==> config.mk <==
export PLATFORM = sky130hd
export DESIGN_NAME = keypad_scanner
export DESIGN_NICKNAME = d
export VERILOG_FILES = /design/src/rtl/keypad_pkg.sv /design/src/rtl/keypad_debounce.sv /design/src/rtl/keypad_scanner.sv
export SDC_FILE = /design/constraint.sdc
export NUM_CORES = 1
export LEC_CHECK = 0
export BUFFER_PORTS_ARGS = -buffer_cell sky130_fd_sc_hd__buf_2
export CORE_MARGIN = 1
export CORE_UTILIZATION = 55
export CTS_BUF_LIST = sky130_fd_sc_hd__clkbuf_2
export CTS_CLUSTER_DIAMETER = 50
export DETAILED_ROUTE_END_ITERATION = 7
export PLACE_DENSITY_LB_ADDON = 0.2
export SLEW_MARGIN = 20
export SYNTH_ARGS = -nofsm -noshare
export SYNTH_HDL_FRONTEND = slang
export SYNTH_HIERARCHICAL = 1
export SYNTH_SLANG_ARGS = --single-unit
==> constraint.sdc <==
create_clock -name clk -period 4.2 [get_ports clk]
set_input_delay 0.21 -clock clk [delete_from_list [all_inputs] [get_ports clk]]
set_output_delay 0.21 -clock clk [all_outputs]
set_load 0.01 [all_outputs]
==> src/rtl/keypad_pkg.sv <==
// Shared definitions for the 4x4 keypad scanner: matrix geometry, scan-result encoding, keymap names.
package keypad_pkg;

  localparam int NUM_ROWS   = 4;
  localparam int NUM_COLS   = 4;
  localparam int KEY_CODE_W = 4;
  localparam int ROW_W      = $clog2(NUM_ROWS);
  localparam int COL_W      = $clog2(NUM_COLS);

  localparam logic [1:0] RES_NONE  = 2'd0;
  localparam logic [1:0] RES_KEY   = 2'd1;
  localparam logic [1:0] RES_MULTI = 2'd2;

  // Board keymap; code 0 (row 0 / col 0) is left unused because the core treats note 0 as silence.
  localparam logic [KEY_CODE_W-1:0] KEY_UNUSED = 4'd0;
  localparam logic [KEY_CODE_W-1:0] KEY_1 = 4'd1,  KEY_2 = 4'd2,  KEY_3 = 4'd3,  KEY_4 = 4'd4;
  localparam logic [KEY_CODE_W-1:0] KEY_5 = 4'd5,  KEY_6 = 4'd6,  KEY_7 = 4'd7,  KEY_8 = 4'd8;
  localparam logic [KEY_CODE_W-1:0] KEY_9 = 4'd9,  KEY_A = 4'd10, KEY_B = 4'd11, KEY_C = 4'd12;
  localparam logic [KEY_CODE_W-1:0] KEY_D = 4'd13, KEY_E = 4'd14, KEY_F = 4'd15;

  function automatic logic [KEY_CODE_W-1:0] key_code_of(input logic [ROW_W-1:0] row,
                                                        input logic [COL_W-1:0] col);
    return {row, col};
  endfunction

endpackage

==> src/rtl/keypad_debounce.sv <==
// Per-scan debounce: a result must repeat DEBOUNCE_SCANS times before the key outputs follow it.
module keypad_debounce
  import keypad_pkg::*;
#(
  parameter int DEBOUNCE_SCANS = 4
) (
  input  logic                  clk,
  input  logic                  reset,
  input  logic                  scan_valid,
  input  logic [1:0]            scan_res,
  input  logic [KEY_CODE_W-1:0] scan_code,
  output logic [KEY_CODE_W-1:0] key_code,
  output logic                  key_valid,
  output logic                  key_press,
  output logic                  key_release
);

  localparam logic [3:0] CNT_MAX = 4'(DEBOUNCE_SCANS);

  logic [3:0]            stable_cnt;
  logic [3:0]            cnt_next;
  logic [1:0]            last_res;
  logic [KEY_CODE_W-1:0] last_code;
  logic                  same;
  logic                  reached;

  always_comb begin
    same = (scan_res == last_res) && ((scan_res != RES_KEY) || (scan_code == last_code));
    if (!same)
      cnt_next = 4'd1;
    else if (stable_cnt == CNT_MAX)
      cnt_next = CNT_MAX;
    else
      cnt_next = stable_cnt + 4'd1;
    // Act only on the scan that first reaches the threshold, not while it stays saturated.
    reached = (cnt_next == CNT_MAX) && !(same && (stable_cnt == CNT_MAX));
  end

  always_ff @(posedge clk or negedge reset) begin
    if (!reset) begin
      stable_cnt  <= '0;
      last_res    <= RES_NONE;
      last_code   <= '0;
      key_code    <= '0;
      key_valid   <= 1'b0;
      key_press   <= 1'b0;
      key_release <= 1'b0;
    end else begin
      key_press   <= 1'b0;
      key_release <= 1'b0;
      if (scan_valid) begin
        stable_cnt <= cnt_next;
        last_res   <= scan_res;
        last_code  <= scan_code;
        if (reached) begin
          case (scan_res)
            RES_KEY: begin
              key_code  <= scan_code;
              key_valid <= 1'b1;
              key_press <= !key_valid || (key_code != scan_code);
            end
            RES_NONE: begin
              if (key_valid) begin
                key_valid   <= 1'b0;
                key_release <= 1'b1;
              end
            end
            default: ;
          endcase
        end
      end
    end
  end

endmodule

==> src/rtl/keypad_scanner.sv <==
// 4x4 active-low matrix keypad scanner: row drive, column synchroniser, per-scan result, debounce.
module keypad_scanner
  import keypad_pkg::*;
#(
  parameter int SCAN_DIV       = 2500,
  parameter int DEBOUNCE_SCANS = 4
) (
  input  logic                  clk,
  input  logic                  reset,
  input  logic [NUM_COLS-1:0]   col_n,
  output logic [NUM_ROWS-1:0]   row_n,
  output logic [KEY_CODE_W-1:0] key_code,
  output logic                  key_valid,
  output logic                  key_press,
  output logic                  key_release
);

  localparam int                SLOT_W    = $clog2(SCAN_DIV);
  localparam logic [SLOT_W-1:0] SLOT_LAST = SLOT_W'(SCAN_DIV - 1);
  localparam logic [ROW_W-1:0]  ROW_LAST  = ROW_W'(NUM_ROWS - 1);

  logic [SLOT_W-1:0]     slot_cnt;
  logic [ROW_W-1:0]      row_idx;
  logic [NUM_COLS-1:0]   col_s1;
  logic [NUM_COLS-1:0]   col_s2;
  logic                  acc_found;
  logic                  acc_multi;
  logic [KEY_CODE_W-1:0] acc_code;
  logic                  scan_valid;
  logic [1:0]            scan_res;
  logic [KEY_CODE_W-1:0] scan_code;

  logic [NUM_COLS-1:0]   col_low;
  logic                  row_hit;
  logic                  row_multi;
  logic [COL_W-1:0]      row_col;
  logic                  new_found;
  logic                  new_multi;
  logic [KEY_CODE_W-1:0] new_code;

  always_comb begin
    row_n = ~(NUM_ROWS'(1) << row_idx);
  end

  // Decode the current row's synchronised columns and fold it into the running scan.
  always_comb begin
    col_low   = ~col_s2;
    row_hit   = (col_low != '0);
    row_multi = ((col_low & (col_low - NUM_COLS'(1))) != '0);
    row_col   = '0;
    for (int unsigned c = 0; c < NUM_COLS; c++) begin
      if (col_low[c]) row_col = COL_W'(c);
    end
    new_multi = acc_multi || row_multi || (acc_found && row_hit);
    new_found = acc_found || row_hit;
    new_code  = (row_hit && !acc_found) ? key_code_of(row_idx, row_col) : acc_code;
  end

  always_ff @(posedge clk or negedge reset) begin
    if (!reset) begin
      col_s1 <= '1;
      col_s2 <= '1;
    end else begin
      col_s1 <= col_n;
      col_s2 <= col_s1;
    end
  end

  always_ff @(posedge clk or negedge reset) begin
    if (!reset) begin
      slot_cnt   <= '0;
      row_idx    <= '0;
      acc_found  <= 1'b0;
      acc_multi  <= 1'b0;
      acc_code   <= '0;
      scan_valid <= 1'b0;
      scan_res   <= RES_NONE;
      scan_code  <= '0;
    end else begin
      scan_valid <= 1'b0;
      if (slot_cnt == SLOT_LAST) begin
        slot_cnt <= '0;
        row_idx  <= row_idx + ROW_W'(1);
        if (row_idx == ROW_LAST) begin
          scan_valid <= 1'b1;
          scan_res   <= new_multi ? RES_MULTI : (new_found ? RES_KEY : RES_NONE);
          scan_code  <= new_code;
          acc_found  <= 1'b0;
          acc_multi  <= 1'b0;
          acc_code   <= '0;
        end else begin
          acc_found <= new_found;
          acc_multi <= new_multi;
          acc_code  <= new_code;
        end
      end else begin
        slot_cnt <= slot_cnt + SLOT_W'(1);
      end
    end
  end

  keypad_debounce #(
    .DEBOUNCE_SCANS(DEBOUNCE_SCANS)
  ) u_debounce (
    .clk        (clk),
    .reset      (reset),
    .scan_valid (scan_valid),
    .scan_res   (scan_res),
    .scan_code  (scan_code),
    .key_code   (key_code),
    .key_valid  (key_valid),
    .key_press  (key_press),
    .key_release(key_release)
  );

endmodule

==> results of run 1 <==
==> metal layers <==
layer | routed length (um) | GRT usage [%] | vias to the layer above
met4 | 61 | 5.90 | 0
met2 | 1970 | 30.6 | 23
met1 | 1990 | 24.9 | 811
li1 | - | - | 816
met5 | 0 | 0 | -
met3 | 115 | 4.65 | 7
==> layout make-up <==
type	instances	area [um^2]	area share [%]
Inverter	13	48.8	1.79
Tap cell	52	65.1	2.39
Timing Repair Buffer	22	138	5.06
Clock inverter	3	42.5	1.56
Clock buffer	5	25.0	0.919
Sequential cell	52	1310	48.2
Multi-Input combinational cell	145	1090	40.1
==> worst max-delay path, delay by kind of cell (launching register included) <==
kind | cells | cell delay (ns)
and+or+nand+nor | 3 | 1.06
DFF | 1 | 0.42
muxes | 1 | 0.32
adders and majority gates | 1 | 0.24
==> cell families (layout without fill, tap and decap cells) <==
family | after synthesis | after routing
and+or+nand+nor | 63 | 63
DFF | 52 | 52
AOI/OAI and AO/OA | 42 | 42
xor gates and xnor gates | 19 | 19
buffers and inverters | 19 | 43
muxes | 14 | 14
adders and majority gates | 7 | 7
==> worst paths after layout <==
path | depth (start not counted) | endpoint | slack, ns
max in group asynchronous | 3 | slot_cnt[8]$_DFF_PN0_ | 3.40
hold reg to reg | 0 | col_s2[1]$_DFF_PN1_ | 0.37
min in group asynchronous | 3 | u_debounce/key_valid$_DFFE_PN0P_ | 0.38
setup reg to reg | 5 | scan_res[1]$_DFFE_PN0P_ | 2.09
setup / recovery | 5 | scan_res[1]$_DFFE_PN0P_ | 2.09
hold / removal | 0 | col_s2[1]$_DFF_PN1_ | 0.37
==> synth_stat cells, drive strengths merged (6+ instances only) <==
| master | instances | area (um^2) |
|---|---|---|
| dfrtp | 44 | 1100 |
| xnor2 | 14 | 123 |
| inv | 13 | 48.8 |
| nand2 | 13 | 56.3 |
| mux2 | 12 | 143 |
| nor2 | 12 | 45.0 |
| nand3 | 9 | 45.0 |
| a21oi | 8 | 40.0 |
| dfstp | 8 | 210 |
| ha | 7 | 87.6 |
| o21ai | 7 | 35.0 |
| nor3 | 6 | 30.0 |
==> cells in the final DEF (no fill, tap or decap), types with 2 or more instances in the layout <==
master         instances
dfrtp_1               44
buf_2                 16
xnor2_1               14
inv_1                 13
nand2_1               12
nor2_1                12
mux2_2                10
nand3_1                9
a21oi_1                8
dfstp_2                8
o21ai_0                7
ha_1                   7
nor3_1                 6
xor2_1                 5
a31oi_1                5
clkbuf_2               5
dlygate4sd3_1          5
nor3b_1                4
and3_1                 3
o31ai_1                3
nand4_1                2
nor4_1                 2
mux2i_1                2
nor2b_1                2
nand2b_1               2
a41oi_1                2
o211a_1                2
mux2_4                 2
o22a_1                 2
a22o_1                 2
==> power groups by stage <==
stage | Sequential (mW) | Combinational (mW) | Clock (mW)
floorplan | 0.520 | 0.00532 | 0
global placement | 0.520 | 0.0191 | 0
detailed placement | 0.520 | 0.0193 | 0
CTS | 0.513 | 0.0229 | 0.264
global route | 0.513 | 0.0255 | 0.277
finish | 0.512 | 0.0218 | 0.254
==> flip-flops by register name, indices dropped and copies added, names as in the netlist <==
signal / flops
slot_cnt: 12
acc_code: 4
col_s1: 4
col_s2: 4
scan_code: 4
u_debounce/key_code: 4
u_debounce/last_code: 4
u_debounce/stable_cnt: 4
row_idx: 2
scan_res: 2
u_debounce/last_res: 2
acc_found: 1
acc_multi: 1
scan_valid: 1
u_debounce/key_press: 1
u_debounce/key_release: 1
u_debounce/key_valid: 1
==> repair_timing <==
action                    4_1_cts  5_1_grt
hold buffers                    5        0
resized for setup               0        0
hold endpoints to repair       48        0
==> results.tsv, run 1 <==
stage	metric	value	unit
worst_setup_path	setup.worst_path.end_class	register	
timing	timing.hold.ws	0.374	ns
worst_setup_path	start_kind	register	
run_status	status	finished, final reports clean	
synthesis	synth_area	2480	um^2
min_path	min_from	col_s1[1]$_DFF_PN1_	
clock_tree	clk_pin_slew_worst_paths	0.24	ns
synthesis	synth_top_family_by_area	simple AND/OR/NAND/NOR gates	
synthesis	syn_inst	216	
routing	drc	0	
power	sequentialPowerShare	65.0	%
timing	fin_ws	2.09	ns
routing	drtIter0Drc	85	
timing	setup_viol	0	
run	cap_violations	0	
cells_and_area	diodes	0	
synthesis	ys_warn_count	6	
floorplan	io_pins	17	
worst_setup_path	r2r-start	slot_cnt[0]$_DFF_PN0_	
cells_and_area	area_delta_synth_final	9.62	%
worst_setup_path	cp.required	4.54	ns
clock_tree	cts_inserted_buffers	5	
timing	fin_skew	0.0138	ns
synthesis	ys_async_sr_fraction	100	%
clock_tree	root_buffer	clkbuf_2	
clock_tree	clock_path_buffers	2	
global_route	globalRoute.totalOverflow	0	
global_route	antenna_found_initial	0	
placement	pre_cts_slack	2.12	ns
synthesis	synth_seq_cells	52	
worst_setup_path	cp_slowest_stage_delay	0.65	ns
timing	max_slew_margin	54.0	%
timing	timing.final.crit_share	50.3	%
floorplan	row_count	24	
cells_and_area	num-nets-final	252	
clock_tree	insertion_delay	0.42	ns
floorplan	core	4350	um^2
synthesis	synth_cell_types	51	
power	clockPowerShare	32.3	%
global_route	grt_max_degree	53	
power	p_int	0.616	mW
worst_setup_path	worstPathCellList	ha_1, nor3b_1, and3_1, nand2_4, mux2_4	
power	cellPowerDensity	290	nW/um^2
timing	rsz0062_at_grt	no	
placement	finalWeightedCongestion	0.782	
synthesis	synth_compound_area_share	13.1	%
floorplan	die_w	69.2	um
placement	dp.cells	279	
power	p_sw_share	21.9	%
power	p_leak	1.26	nW
placement	placed_area	2610	um^2
timing	fin_crit	2.11	ns
cells_and_area	drive_gt1_share	21.3	%
min_path	min_path_type	reg2reg	
timing	tns	0	ns
routing	viasPerCell	5.67	
power	ir_worst_vdd	0.000207	V
worst_setup_path	crit_path_start	slot_cnt[0]$_DFF_PN0_	
synthesis	synth-xor-area-share	6.70	%
timing	finalHoldViolations	0	
power	total_power	0.789	mW
synthesis	synth_fa_ha_area_share	3.53	%
cells_and_area	nFillCells	356	
cells_and_area	fin_util	62.5	%
clock_tree	cts_setup_buffers	0	
clock_tree	htreeDepth	2	
cells_and_area	finalNonFillerCells	292	
placement	dp_hpwl	2910	um
synthesis	synthesis.nets	229	
cells_and_area	finalInstanceArea	2720	um^2
floorplan	start_util	57.0	%
power	switchingPower	0.172	mW
worst_setup_path	path_class	reg2reg	
routing	drt_pass1_iterations	4	
routing	vias	1657	
synthesis	synthMuxAreaShare	6.55	%
worst_setup_path	worst-path-max-fanout	18	
synthesis	yosysSeqAreaShare	52.8	%
worst_setup_path	crit_slowest_cell	and3_1	
timing	fmax	473	MHz
routing	ant_nets	0	
routing	routedWlPerCell	14.2	um
synthesis	synth-edff-count	0	
global_route	grt_usage	18.8	%
clock_tree	cts_tree	yes	
placement	io_buffers	16	
routing	wl	4140	um
synthesis	synth-simple-area-share	14.1	%
floorplan	die_area	4790	um^2
power	pwr-share-comb	2.8	%
timing	worst_pin_slew	0.690	ns
worst_setup_path	arrival	2.45	ns
timing	slew_viol_final	0	
floorplan	die_h	69.2	um
global_route	grt_pass1_wl	7250	um
synthesis	ys.flop_type	dfrtp_1	
clock_tree	clock_sink_count	52	
synthesis	avgSynthCellArea	11.5	um^2
global_route	grt_pass1_vias	1611	
Note: power is estimated with default switching activity, not from simulation.
==> inputs of run 2 (changes only) <==
- ABC_AREA: default -> 1
- clock period: 4.2 -> 2.2 ns (I/O delays scaled with it)
==> run 2 against run 1 <==
Cell count grew 38%. Wire length grew 9.1%. Total power grew 94%. First-iteration DRC count grew 12%. Synthesized cell count grew 49%. Utilization grew 2.7 points. Design area grew 7.9%. Clock skew grew 0.0049 ns. Maximum frequency grew 30%.
==> results.tsv, run 2 <==
stage	metric	value	unit
timing	worst_pin_slew	0.672	ns
timing	slew_viol_final	0	
cells_and_area	fin_util	65.2	%
floorplan	die_area	5140	um^2
clock_tree	htreeDepth	2	
clock_tree	root_buffer	clkbuf_2	
cells_and_area	final_cell_mix	nand2_1 (100), inv_1 (48), dfrtp_1 (44)	
routing	vias	1988	
routing	wl	4510	um
synthesis	synth-edff-count	0	
global_route	grt_max_degree	33	
clock_tree	cts_setup_buffers	0	
clock_tree	insertion_delay	0.45	ns
power	ir_worst_vdd	0.000287	V
floorplan	die_h	71.7	um
global_route	antenna_found_initial	0	
timing	fin_skew	0.0187	ns
routing	viasPerCell	4.93	
clock_tree	clk_pin_slew_worst_paths	0.26	ns
timing	finalHoldViolations	0	
clock_tree	cts_inserted_buffers	5	
floorplan	row_count	24	
synthesis	yosysMostFrequentCell	nand2_1	
synthesis	synth_top_cell_area_share	41.2	%
floorplan	io_pins	17	
worst_setup_path	arrival	1.99	ns
worst_setup_path	critical_path.top_delay_family	simple AND/OR/NAND/NOR gates	
cells_and_area	num-nets-final	363	
clock_tree	clock_sink_count	52	
power	sequentialPowerShare	63.9	%
synthesis	synthesis.nets	335	
power	p_int	1.19	mW
timing	timing.final.crit_share	73.9	%
floorplan	die_w	71.7	um
synthesis	ys_warn_count	6	
worst_setup_path	rrSetupSlack	0.57	ns
synthesis	avgSynthCellArea	8.30	um^2
placement	dp_hpwl	3390	um
synthesis	synth_common_cells	nand2_1 (100), inv_1 (48), dfrtp_1 (44), nor2_1 (23), o21ai_0 (19)	
cells_and_area	drive_gt1_share	18.2	%
timing	fin_crit	1.63	ns
cells_and_area	largest_reg_flops	12	
worst_setup_path	r2r-start	u_debounce/stable_cnt[0]$_DFFE_PN0P_	
cells_and_area	layout_commonest_cell	nand2_1	
worst_setup_path	crit_slowest_cell	dfrtp_1	
synthesis	yosysSeqAreaShare	49.1	%
routing	drc	0	
worst_setup_path	path_class	reg2reg	
floorplan	start_util	59.3	%
worst_setup_path	reg2reg_to	u_debounce/key_valid$_DFFE_PN0P_	
synthesis	ys_async_sr_fraction	100	%
global_route	grt_pass1_vias	1810	
global_route	grt_usage	19.8	%
worst_setup_path	setup.worst_path.end_class	register	
routing	drtIter0Drc	95	
clock_tree	clock_path_buffers	2	
worst_setup_path	start_kind	register	
global_route	grt_pass1_wl	7910	um
synthesis	yosysTopAreaCell	dfrtp_1	
power	switchingPower	0.339	mW
floorplan	core	4500	um^2
run_status	status	finished, final reports clean	
cells_and_area	largest_register	slot_cnt	
power	p_leak	1.49	nW
routing	ant_nets	0	
min_path	min_path_type	in2async	
power	p_sw_share	22.2	%
cells_and_area	area_delta_synth_final	9.88	%
worst_setup_path	cp_common_cell	nand2_1	
worst_setup_path	cp.required	2.56	ns
power	total_power	1.53	mW
worst_setup_path	crit_path_start	u_debounce/stable_cnt[0]$_DFFE_PN0P_	
power	clockPowerShare	33.3	%
synthesis	syn_inst	322	
routing	drt_pass1_iterations	4	
worst_setup_path	cp_slowest_stage_delay	0.43	ns
timing	max_slew_margin	55.2	%
timing	rsz0062_at_grt	no	
clock_tree	cts_tree	yes	
worst_setup_path	worstPathCellList	inv_1, ha_1, nand2_1, nand2_1, nand2_1, a21oi_2, inv_1, nor2_4, nand3_1, nand2_1, nand2_1	
synthesis	synth_cell_types	31	
synthesis	ys.flop_type	dfrtp_1	
synthesis	synth_area	2670	um^2
power	pwr-share-comb	2.9	%
cells_and_area	diodes	0	
routing	routedWlPerCell	11.2	um
placement	io_buffers	16	
worst_setup_path	worst-path-max-fanout	5	
synthesis	synthTopCellsByArea	dfrtp_1 (41%), nand2_1 (14%), dfstp_2 (7.9%), inv_1 (6.7%), o21ai_0 (3.6%)	
synthesis	synth_seq_cells	52	
placement	finalWeightedCongestion	0.844	
timing	fmax	615	MHz
worst_setup_path	r2r_cells	11	
power	cellPowerDensity	520	nW/um^2
worst_setup_path	cp_num_buf_inv	2	
run	cap_violations	0	
timing	setup_viol	0	
global_route	globalRoute.totalOverflow	0	
timing	tns	0	ns
## run 2: power groups by stage
stage | Clock, mW | Sequential (mW) | Combinational [mW]
final | 0.508 | 0.975 | 0.0439
after global routing | 0.550 | 0.977 | 0.0522
after CTS | 0.522 | 0.976 | 0.0460
after detailed placement | 0 | 0.991 | 0.0393
after global placement | 0 | 0.990 | 0.0392
after floorplan | 0 | 0.990 | 0.0105
## run 2: cell families (layout without fill, tap and decap cells)
group / Yosys count / after routing / share of synthesized area, %
XOR/XNOR: 10 / 10 / 3.56
flip-flops: 52 / 52 / 49.1
AND/OR/NAND/NOR: 168 / 168 / 29.9
AO/OA/AOI/OAI: 30 / 30 / 6.18
adder cells (fa/ha/maj): 7 / 7 / 3.28
buffers and inverters: 55 / 84 / 8.05
## run 2: repair_timing
| action | CTS | global route |
|---|---|---|
| setup endpoints to repair | 0 | 0 |
| hold endpoints to repair | 26 | 0 |
| hold buffers | 5 | 0 |
| gates resized for setup | 0 | 0 |
## run 2: through the flow
stage                     hold WS (ns)  setup WS (ns)  area [um^2]  instances
after floorplan                 -0.186          0.737         2670        322
after global placement           0.197          0.657         2820        390
after detailed placement         0.196          0.604         2820        390
after CTS                        0.200          0.546         2940        403
after global routing             0.226          0.393         2940        403
final                            0.180          0.575         2940        403
## run 2: how the worst max path moves through the flow
stage	to	cells past startpoint
after floorplan	u_debounce/key_code[0]$_DFFE_PN0P_	11
after global placement	u_debounce/key_code[2]$_DFFE_PN0P_	11
after detailed placement	u_debounce/key_valid$_DFFE_PN0P_	11
after CTS	row_n[3]	3
after global routing	u_debounce/key_valid$_DFFE_PN0P_	11
final	u_debounce/key_valid$_DFFE_PN0P_	11
## run 2: final cells by class
cell class | count | area (um^2)
inverter | 53 | 200
sequential | 52 | 1310
multi-input combinational | 215 | 1150
tap | 52 | 65.1
timing repair buffer | 23 | 145
clock inverter | 2 | 38.8
fill | 384 | 1570
clock buffer | 6 | 30.0
## run 2: worst register-to-register path, stage by stage, from the launching register on
cell     delay [ns]
dfrtp_1        0.43
inv_1          0.13
ha_1           0.18
nand2_1        0.06
nand2_1        0.07
nand2_1        0.07
a21oi_2        0.16
inv_1          0.08
nor2_4         0.13
nand3_1        0.11
nand2_1        0.07
nand2_1        0.05
## run 2: metal layers
layer | up-vias | track usage (%) | share of wire [%]
li1 | 1044 | - | -
met1 | 912 | 25.2 | 49
met2 | 26 | 33.6 | 46
met3 | 6 | 4.22 | 2.9
met4 | 0 | 6.54 | 1.4
met5 | - | 0 | 0
